==> src/rtl/oscill_cfg_ctrl.sv <==
// Front-panel settings controller: key pulses edit working settings, snapshot offered to engine.
// Latency: pulse k -> working reg k+1 -> cfg_valid k+2; cfg_* frozen while cfg_valid waits for cfg_ready.
module oscill_cfg_ctrl #(
    parameter int TB_MAX    = 15,
    parameter int TB_DEF    = 4,
    parameter int GAIN_MAX  = 7,
    parameter int GAIN_DEF  = 2,
    parameter int TRIG_W    = 8,
    parameter int TRIG_STEP = 4,
    parameter int TRIG_DEF  = 128
) (
    input  logic              clk,
    input  logic              rst_n,
    input  logic              key1_l2h,
    input  logic              key2_l2h,
    input  logic              key3_l2h,
    input  logic              key4_l2h,
    input  logic              key5_l2h,
    output logic [1:0]        sel,
    output logic              cfg_valid,
    input  logic              cfg_ready,
    output logic [3:0]        cfg_tb,
    output logic [2:0]        cfg_gain,
    output logic [TRIG_W-1:0] cfg_trig,
    output logic              cfg_edge,
    output logic              cfg_run
);

    typedef enum logic {S_IDLE, S_WAIT} state_t;

    localparam logic [3:0]      TB_MAX_V   = 4'(TB_MAX);
    localparam logic [2:0]      GAIN_MAX_V = 3'(GAIN_MAX);
    localparam logic [TRIG_W:0] TRIG_TOP_X = {1'b0, {TRIG_W{1'b1}}};
    localparam logic [TRIG_W:0] STEP_X     = (TRIG_W+1)'(TRIG_STEP);

    state_t            state_q, state_d;
    logic [1:0]        sel_q, sel_d;
    logic [3:0]        tb_q, tb_d;
    logic [2:0]        gain_q, gain_d;
    logic [TRIG_W-1:0] trig_q, trig_d;
    logic              edge_q, edge_d;
    logic              run_q, run_d;
    logic              dirty_q, dirty_d;
    logic              chg;
    logic              load;
    logic              valid_d;
    logic [TRIG_W:0]   trig_up, trig_dn;

    assign sel     = sel_q;
    assign trig_up = {1'b0, trig_q} + STEP_X;
    assign trig_dn = {1'b0, trig_q} - STEP_X;

    // Key decode: key4 > key1 > key2 > key3, lock gates keys 1-3 only
    always_comb begin
        sel_d  = sel_q;
        tb_d   = tb_q;
        gain_d = gain_q;
        trig_d = trig_q;
        edge_d = edge_q;
        run_d  = run_q;
        if (key4_l2h) begin
            run_d = ~run_q;
        end else if (!key5_l2h) begin
            if (key1_l2h) begin
                sel_d = sel_q + 2'd1;
            end else if (key2_l2h || key3_l2h) begin
                case (sel_q)
                    2'd0: begin
                        if (key2_l2h) begin
                            if (tb_q != TB_MAX_V) tb_d = tb_q + 4'd1;
                        end else if (tb_q != 4'd0) begin
                            tb_d = tb_q - 4'd1;
                        end
                    end
                    2'd1: begin
                        if (key2_l2h) begin
                            if (gain_q != GAIN_MAX_V) gain_d = gain_q + 3'd1;
                        end else if (gain_q != 3'd0) begin
                            gain_d = gain_q - 3'd1;
                        end
                    end
                    2'd2: begin
                        if (key2_l2h) begin
                            trig_d = (trig_up > TRIG_TOP_X) ? {TRIG_W{1'b1}} : trig_up[TRIG_W-1:0];
                        end else begin
                            // borrow out of the extra bit means we went below zero
                            trig_d = trig_dn[TRIG_W] ? {TRIG_W{1'b0}} : trig_dn[TRIG_W-1:0];
                        end
                    end
                    default: edge_d = ~edge_q;
                endcase
            end
        end
        chg = (tb_d != tb_q) || (gain_d != gain_q) || (trig_d != trig_q) ||
              (edge_d != edge_q) || (run_d != run_q);
    end

    // Snapshot handshake; a change landing on the load edge keeps dirty set
    always_comb begin
        state_d = state_q;
        load    = 1'b0;
        valid_d = cfg_valid;
        case (state_q)
            S_IDLE: begin
                if (dirty_q) begin
                    load    = 1'b1;
                    valid_d = 1'b1;
                    state_d = S_WAIT;
                end
            end
            default: begin
                if (cfg_valid && cfg_ready) begin
                    valid_d = 1'b0;
                    state_d = S_IDLE;
                end
            end
        endcase
        dirty_d = chg ? 1'b1 : (load ? 1'b0 : dirty_q);
    end

    always_ff @(posedge clk or negedge rst_n) begin
        if (!rst_n) begin
            state_q <= S_IDLE;
        end else begin
            state_q <= state_d;
        end
    end

    always_ff @(posedge clk or negedge rst_n) begin
        if (!rst_n) begin
            sel_q   <= 2'd0;
            tb_q    <= 4'(TB_DEF);
            gain_q  <= 3'(GAIN_DEF);
            trig_q  <= TRIG_W'(TRIG_DEF);
            edge_q  <= 1'b0;
            run_q   <= 1'b1;
            dirty_q <= 1'b1;
        end else begin
            sel_q   <= sel_d;
            tb_q    <= tb_d;
            gain_q  <= gain_d;
            trig_q  <= trig_d;
            edge_q  <= edge_d;
            run_q   <= run_d;
            dirty_q <= dirty_d;
        end
    end

    always_ff @(posedge clk or negedge rst_n) begin
        if (!rst_n) begin
            cfg_valid <= 1'b0;
            cfg_tb    <= 4'd0;
            cfg_gain  <= 3'd0;
            cfg_trig  <= {TRIG_W{1'b0}};
            cfg_edge  <= 1'b0;
            cfg_run   <= 1'b0;
        end else begin
            cfg_valid <= valid_d;
            if (load) begin
                cfg_tb   <= tb_q;
                cfg_gain <= gain_q;
                cfg_trig <= trig_q;
                cfg_edge <= edge_q;
                cfg_run  <= run_q;
            end
        end
    end

endmodule

==> config.mk <==
export PLATFORM = sky130hd
export DESIGN_NAME = oscill_cfg_ctrl
export DESIGN_NICKNAME = d
export VERILOG_FILES = /design/src/rtl/oscill_cfg_ctrl.sv
export SDC_FILE = /design/constraint.sdc
export NUM_CORES = 1
export LEC_CHECK = 0
export CAP_MARGIN = 40
export CORE_MARGIN = 2
export CORE_UTILIZATION = 57
export CTS_BUF_LIST = sky130_fd_sc_hd__clkbuf_8
export CTS_CLUSTER_DIAMETER = 200
export DETAILED_ROUTE_END_ITERATION = 8
export GPL_TIMING_DRIVEN = 0
export PLACE_DENSITY = 0.82
export SYNTH_ARGS = -nofsm -noshare
export SYNTH_HDL_FRONTEND = slang
export SYNTH_SLANG_ARGS = --single-unit
==> constraint.sdc <==
create_clock -name clk -period 3.2 [get_ports clk]
set_clock_uncertainty 0.05 [all_clocks]
set_input_delay 0.64 -clock clk [delete_from_list [all_inputs] [get_ports clk]]
set_output_delay 0.64 -clock clk [all_outputs]
set_load 0.03 [all_outputs]
==> impl_metrics.ini <==
[timing]
fmax_mhz = 339
fin_tns_setup_ps = 0
rsz0062_at_grt = no
setup_viol = 0
min_period_over_period = 0.921
final_max_slew_viol_count = 0
relSlewSlack = 0.504
worstMarginPinSlew_ps = 737
period_minus_slack_ps = 2950
hold_viol_final = 0

[placement]
dp.cells = 312
gp_congestion = 0.886
portBuffers = 27
dp_hpwl_mm = 3.69

[power]
p_clk_frac = 0.181
power.internal_mw = 1.41
ir_drop_uv = 607
p_seq_frac = 0.346
power_leakage_nw = 1.12
p_switching_mw = 0.955
p_per_area_mw_per_mm2 = 876
netSwitchingFraction = 0.403
p_comb_frac = 0.473
total_power_mw = 2.37

[cells_and_area]
area_growth_pct = 21.1
n_antenna_cell = 0
drive_above_1_share = 0.125
finalNetCount = 290
final_core_util = 0.728
fin_cells = 320

[route]
vias_per_cell = 6.07
via_count = 1942
wl_mm = 5.09
drc = 0
drtPass1Iterations = 5
antenna_left = 0
drt_iter0_markers = 188
wire_per_inst_um = 15.9

[cts]
cts_root_buffer = clkbuf_8
cts_resized = 0
h-tree-depth = 2
clk_pin_slew_ps = 80
cts_buffers = 5
cts_hold_buf = 0
cts_setup_buffers = 0
clockBufferDepth = 2
cts.sinks = 39
worst_skew_pair.late_latency_ps = 300
cts_tree = built

[global_routing]
grt_first_pass_wirelength_mm = 8.54
antenna_found_initial = 0
grt_pass1_vias = 1802
grt_max_degree = 26
grt_usage = 0.259
globalRouteOverflowTotal = 0

[yosys]
ys_ff_latch = 39
yosys.area.top_type_share = 0.381
synth_cell_types = 50
synth_flop_cell = dfrtp_1
synth_commonest_cells = 34 x dfrtp_1, 24 x nand2_1, 15 x o21ai_0
synthCells = 236
syn-num-nets = 255
synthTopCellsByArea = dfrtp_1 38%, mux2_2 6.6%, ha_1 6.2%
synth_seq_area_share = 0.440
synth_area_per_cell_um2 = 9.46
yosysMostFrequentCell = dfrtp_1
synth_edf_count = 0
yosysTopAreaCell = dfrtp_1
synthArstFlopShare = 1.00
synth_area_mm2 = 0.00223
yosys_warnings = 0

[floorplanning]
fp.dieH_um = 66.6
io_pins = 28
initial_core_util = 0.601
core_mm2 = 0.00372
die_w_um = 66.6
rows = 22
dieArea_mm2 = 0.00443

[outcome]
outcome = complete, no violations

[worst_setup_path]
cp.arrival_ps = 3120
critPathRequiredTime_ps = 3370
cp-start-kind = register
worstSetupPathType = register to register
worstSetupEndpointType = register
crit_path_max_fanout = 7

[worst_hold_path]
hold_path_class = input pin to asynchronous set/reset pin

[flow_run]
drv_cap = 0
[state kept, by name, summed over array words and instances (netlist names)]
register   count
gain_q         3
cfg_edge       1
tb_q           4
cfg_gain       3
dirty_q        1
trig_q         8
cfg_tb         4
cfg_valid      1
cfg_run        1
cfg_trig       8
run_q          1
edge_q         1
sel            2
state_q        1
[per-stage QoR]
| step | hold slack [ps] | setup WS (ps) | area, um^2 |
|---|---|---|---|
| after floorplan | 294 | 613 | 2230 |
| after detailed placement | 420 | 97.0 | 2590 |
| after global routing | 221 | 111 | 2700 |
| final | 192 | 252 | 2700 |
| after global placement | 411 | 64.2 | 2560 |
| after CTS | 203 | 298 | 2700 |
[power by group through the flow]
stage,combinational [mW],sequential (mW),clock [mW]
floorplan,0.544,1.01,0
global placement,1.08,0.815,0
detailed placement,1.11,0.829,0
CTS,1.12,0.821,0.438
global route,1.23,0.844,0.455
finish,1.12,0.820,0.430
[cell usage in the layout, fill, tap and decap left out, types with 6 or more instances in the layout]
master / n
nand2_1: 24
a31oi_1: 6
o21ai_0: 15
clkdlybuf4s50_1: 26
nor3_1: 9
inv_1: 11
nor2_1: 13
clkbuf_1: 13
mux2_2: 13
a21oi_1: 8
clkbuf_8: 6
dfrtp_1: 34
ha_1: 11
nand3_1: 9
[layer usage]
layer  GRT usage  up-vias  part of all wire
met4      0.0995        0             0.014
met5           0        -                 0
met3      0.0422        9             0.058
met2       0.433       76              0.48
met1       0.335      924              0.44
li1            -      933                 -
[layout make-up]
| cell class | count | area [um^2] |
|---|---|---|
| well taps | 48 | 60.1 |
| repair buffers | 28 | 293 |
| clock inverters | 2 | 35.0 |
| inverters | 11 | 41.3 |
| flip-flops and latches | 39 | 982 |
| multi-input cells | 171 | 1150 |
| clock buffers | 6 | 82.6 |
| fillers | 283 | 1010 |
| plain buffers | 15 | 57.6 |
[cell families (layout without fill, tap and decap cells)]
| group | count (synthesis) | count (layout) | synth area share |
|---|---|---|---|
| compound gates | 59 | 59 | 0.178 |
| buf+inv | 26 | 62 | 0.0443 |
| fa+ha+maj | 11 | 11 | 0.0616 |
| mux | 14 | 14 | 0.0700 |
| flops | 39 | 39 | 0.440 |
| xor+xnor | 6 | 6 | 0.0235 |
| simple gates | 81 | 81 | 0.183 |
[final timing paths]
check	start	end	slack, ps	cells after the start
max	trig_q[2]$_DFF_PN0_	dirty_q$_DFFE_PN1P_	250	8
min	rst_n	cfg_run$_DFFE_PN0P_	190	1
max reg2reg	trig_q[2]$_DFF_PN0_	dirty_q$_DFFE_PN1P_	250	8
min reg2reg	cfg_tb[1]$_DFFE_PN0P_	cfg_tb[1]$_DFFE_PN0P_	430	2
max in group asynchronous	rst_n	trig_q[7]$_DFF_PN1_	2370	2
min in group clk	cfg_tb[1]$_DFFE_PN0P_	cfg_tb[1]$_DFFE_PN0P_	430	2
[critical path, cell delays in order (launching register included)]
cell and delay (ps):
dfrtp_1 450, inv_1 170, ha_1 260, or3b_1 430, or4_1 420, buf_2 170, or3_1 320, a2111oi_1 470
o211ai_1 130
Note: power is estimated with default switching activity, not from simulation.
